==> src/rtl/reg_file_mp.sv <==
// Parametrised NREAD x NWRITE register file with clear sweep and ready flag.
// Define REGFILE_BYPASS_EN for same-cycle write-to-read forwarding.
module reg_file_mp #(
    parameter int XLEN     = 32,
    parameter int NREGS    = 32,
    parameter int NREAD    = 2,
    parameter int NWRITE   = 1,
    parameter int ZERO_REG = 1
) (
    input  logic                           clk,
    input  logic                           reset,
    input  logic                           clear_req,
    output logic                           ready,
    input  logic [NWRITE-1:0]              wr_en,
    input  logic [NWRITE*$clog2(NREGS)-1:0] waddr,
    input  logic [NWRITE*XLEN-1:0]         wdata,
    input  logic [NREAD*$clog2(NREGS)-1:0]  raddr,
    output logic [NREAD*XLEN-1:0]          rdata
);

    localparam int AW = $clog2(NREGS);

    typedef enum logic {
        CLEAR,
        READY
    } state_t;

    state_t          state;
    logic [AW-1:0]   clr_cnt;
    logic [XLEN-1:0] mem [NREGS];
    logic [NWRITE-1:0] wr_ok;
    logic [AW-1:0]   ra;
    logic [XLEN-1:0] rv;

    // Writes to a hardwired zero register are dropped here once.
    always_comb begin
        wr_ok = '0;
        for (int k = 0; k < NWRITE; k++) begin
            wr_ok[k] = wr_en[k] &&
                !(ZERO_REG != 0 && waddr[k*AW +: AW] == '0);
        end
    end

    // Ascending port loop: the highest-index port lands last and wins.
    always_ff @(posedge clk) begin
        if (reset) begin
            state   <= CLEAR;
            clr_cnt <= '0;
        end else begin
            unique case (state)
                CLEAR: begin
                    mem[clr_cnt] <= '0;
                    if (clr_cnt == AW'(NREGS - 1)) begin
                        state   <= READY;
                        clr_cnt <= '0;
                    end else begin
                        clr_cnt <= clr_cnt + 1'b1;
                    end
                end
                READY: begin
                    for (int k = 0; k < NWRITE; k++) begin
                        if (wr_ok[k]) begin
                            mem[waddr[k*AW +: AW]] <=
                                wdata[k*XLEN +: XLEN];
                        end
                    end
                    if (clear_req) begin
                        state   <= CLEAR;
                        clr_cnt <= '0;
                    end
                end
                default: begin
                    state   <= CLEAR;
                    clr_cnt <= '0;
                end
            endcase
        end
    end

    assign ready = (state == READY);

    always_comb begin
        rdata = '0;
        ra    = '0;
        rv    = '0;
        for (int j = 0; j < NREAD; j++) begin
            ra = raddr[j*AW +: AW];
            rv = mem[ra];
            if (ZERO_REG != 0 && ra == '0) begin
                rv = '0;
            end
`ifdef REGFILE_BYPASS_EN
            for (int k = 0; k < NWRITE; k++) begin
                if (wr_ok[k] && waddr[k*AW +: AW] == ra) begin
                    rv = wdata[k*XLEN +: XLEN];
                end
            end
`endif
            // Contents are undefined until swept, so mask during CLEAR.
            if (state != READY) begin
                rv = '0;
            end
            rdata[j*XLEN +: XLEN] = rv;
        end
    end

endmodule
==> config.mk <==
export PLATFORM = sky130hd
export DESIGN_NAME = reg_file_mp
export DESIGN_NICKNAME = d
export VERILOG_FILES = /design/src/rtl/reg_file_mp.sv
export SDC_FILE = /design/constraint.sdc
export NUM_CORES = 1
export LEC_CHECK = 0
export BUFFER_PORTS_ARGS = -buffer_cell sky130_fd_sc_hd__buf_4
export CORE_ASPECT_RATIO = 0.6
export CORE_MARGIN = 4
export CORE_UTILIZATION = 53
export CTS_CLUSTER_SIZE = 10
export DETAILED_ROUTE_END_ITERATION = 16
export PLACE_DENSITY = 0.72
export REMOVE_ABC_BUFFERS = 1
export SLEW_MARGIN = 10
export SYNTH_ARGS = -nofsm -noshare
export SYNTH_HDL_FRONTEND = slang
export SYNTH_SLANG_ARGS = --single-unit
==> constraint.sdc <==
create_clock -name clk -period 3.8 [get_ports clk]
set_clock_uncertainty 0.05 [all_clocks]
set_input_delay 0.19 -clock clk [delete_from_list [all_inputs] [get_ports clk]]
set_output_delay 0.19 -clock clk [all_outputs]
set_load 0.03 [all_outputs]
==> impl_metrics.csv <==
group,metric,value,unit
route,wl,143000,µm
timing,rsz0062_at_grt,"no",
synth,ys_types,51,
timing,relSlewSlack,25.3,%
hold_path,min_path_type,"in2reg",
worst_setup_path,cp_max_fo,18,
route,drt_iter0_drc,4736,
synth,syn_area,46600,µm²
route,met1_length,54300,µm
die,fp.dieH,238,µm
synth,ys.flop_type,"edfxtp_1",
place,portBuffers,115,
route,routed.top_layer,"met4",
synth,synth_edf_count,992,
timing,drv_slew,0,
finish,syn_to_final_growth,12.8,%
finish,layout_common_cells,"edfxtp_1 (992), mux2i_1 (544), mux4_2 (226), buf_4 (214), o22ai_1 (192)",
clock_tree,clk_pin_slew_worst_paths,0.06,ns
timing,fin_hold_ws,0.0572,ns
global_route,grt_antenna_before_repair,0,
route,route.met2.wl,62600,µm
power,peakVddDrop,0.414,mV
global_route,grt_overflow_total,0,
route,routed-wl-met3,19900,µm
die,top_level_ports,116,
timing,min_period,3.62,ns
synth,synthArstFlopShare,0,%
place,dp_cells,3964,
die,die_w,391,µm
synth,yosysSeqAreaShare,64.2,%
clock_tree,htree_levels,3,
place,gp_congestion,0.864,
finish,final_area,52500,µm²
route,num_vias,30000,
finish,final_layout_size_suffix_gt1_share,22.0,%
place,dpl-instance-area,49400,µm²
power,leakage,16.9,nW
route,dr.pass1.iters,6,
timing,setup_viol,0,
power,p_per_area,434,nW/µm²
synth,avgSynthCellArea,16.6,µm²
global_route,grt_usage,30.7,%
die,initial_core_util,54.0,%
global_route,grt_pass1_wl,206000,µm
run,maxCapViolCount,0,
timing,tightest_slew,1.12,ns
timing,clock.fmax,276,MHz
finish,nNetsFinal,2987,
die,num_rows,83,
worst_setup_path,worstPathArrival,3.38,ns
route,drc,0,
place,dpl.hpwl,83300,µm
die,fp.dieArea,92800,µm²
route,vias_per_cell,7.29,
clock_tree,cts_made_buffers,110,
clock_tree,tritoncts,"yes",
timing,hold_viol_final,0,
finish,finalNonFillerCells,4113,
clock_tree,clk_latency,0.73,ns
outcome,status,"finished, final reports clean",
global_route,grt_pass1_vias,30000,
synth,ys_warn_count,0,
synth,synthCells,2803,
clock_tree,post_cts_buffers,0,
worst_setup_path,required,3.56,ns
worst_setup_path,end_kind,"output pin",
clock_tree,clock_sinks,998,
clock_tree,root_buffer,"clkbuf_16",
worst_setup_path,worstSetupPathType,"reg2out",
die,coreArea,86300,µm²
finish,mostFrequentLayoutCell,"edfxtp_1",
route,routedWlPerCell,34.9,µm
global_route,grt_max_degree,83,
worst_setup_path,startpoint_type,"flop",
clock_tree,clk_path_buf_depth,3,
synth,ys_ff_latch,998,
route,drtAntennaViolNets,0,
timing,period_share,95.4,%
power breakdown:
part	total [mW]	leakage, nW	switching, mW	internal (mW)
Clock	9.50	1.47	4.27	5.23
Sequential	12.0	7.94	0.0327	12.0
Combinational	1.28	7.47	0.764	0.518
Total	22.8	16.9	5.07	17.7
critical path: stages (launching register included):
cell and delay, ns:
dfxtp_1 0.64, or3b_2 0.77, buf_4 0.36, a221oi_1 0.30, a22oi_1 0.15, nand4_1 0.21, buf_4 0.21
synthesized netlist by cell type (6+ instances only):
| master | number | area share (%) |
|---|---|---|
| edfxtp_1 | 992 | 64 |
| mux2i_1 | 544 | 12 |
| mux4_2 | 226 | 11 |
| o22ai_1 | 192 | 2.6 |
| a22oi_1 | 190 | 3.1 |
| buf_2 | 116 | 1.2 |
| nand2_1 | 100 | 0.81 |
| clkbuf_1 | 90 | 0.73 |
| o21ai_0 | 66 | 0.71 |
| nand4_1 | 64 | 0.86 |
| and2_1 | 33 | 0.44 |
| a221oi_1 | 32 | 0.60 |
| nor3_1 | 32 | 0.34 |
| buf_4 | 19 | 0.31 |
| nor2_1 | 12 | 0.097 |
| nand3b_1 | 9 | 0.15 |
| a21oi_1 | 7 | 0.075 |
| buf_1 | 7 | 0.056 |
| dfxtp_1 | 6 | 0.26 |
| inv_1 | 6 | 0.048 |
| nand2b_1 | 6 | 0.081 |
| nor2b_1 | 6 | 0.081 |
timing repair:
action | in CTS | in global routing
endpoints found under the setup margin | 0 | 5
endpoints found under the hold margin | 58 | 0
resized for setup | 0 | 1
hold buffers | 5 | 0
flip-flops by register name, indices dropped and copies added (netlist names):
signal / flops
mem: 992
clr_cnt: 5
ready: 1
stage by stage:
step           util [%]  setup slack, ns  total power [mW]  TNS [ns]
2_1_floorplan         -            -1.30              12.8   -686.44
3_3_place_gp       57.3            0.867              13.5         0
3_5_place_dp       57.3            0.744              13.5         0
4_1_cts            60.9           0.0750              22.9         0
5_1_grt            60.9           0.0786              23.4         0
6_report           60.9            0.175              22.8         0
metal layers:
metal / GRT usage, % / vias to the layer above
met5: 0 / -
li1: - / 12000
met4: 12.9 / 0
met2: 45.0 / 2417
met1: 43.9 / 15200
met3: 8.00 / 417
logic make-up (layout without fill, tap and decap cells):
| kind of cell | after synthesis | after routing | share of synthesized area [%] |
|---|---|---|---|
| buffers and inverters | 238 | 400 | 2.38 |
| DFF | 998 | 998 | 64.2 |
| AOI/OAI and AO/OA | 504 | 504 | 7.36 |
| and+or+nand+nor | 290 | 290 | 3.35 |
| adders and majority gates | 2 | 2 | 0.0537 |
| other | 0 | 1 | 0 |
| muxes | 771 | 771 | 22.6 |
cell type report:
type	instances	area (µm²)
diodes	1	2.50
clock buffers	134	2840
clock inverters	9	213
fillers	6082	33800
inverters	6	22.5
multi-input cells	1567	15800
flip-flops and latches	998	29900
well taps	1147	1440
repair buffers	251	2280
worst paths after layout:
path	startpoint	endpoint	slack, ns	depth (start not counted)
worst max-delay path	ready	rdata[58]	0.18	6
worst min-delay path	wdata[5]	mem[4][5]	0.06	3
worst max register to register	ready	mem[29][17]	0.70	5
worst min register to register	clr_cnt[1]	clr_cnt[1]	0.52	2
(Power assumes the default switching activity.)
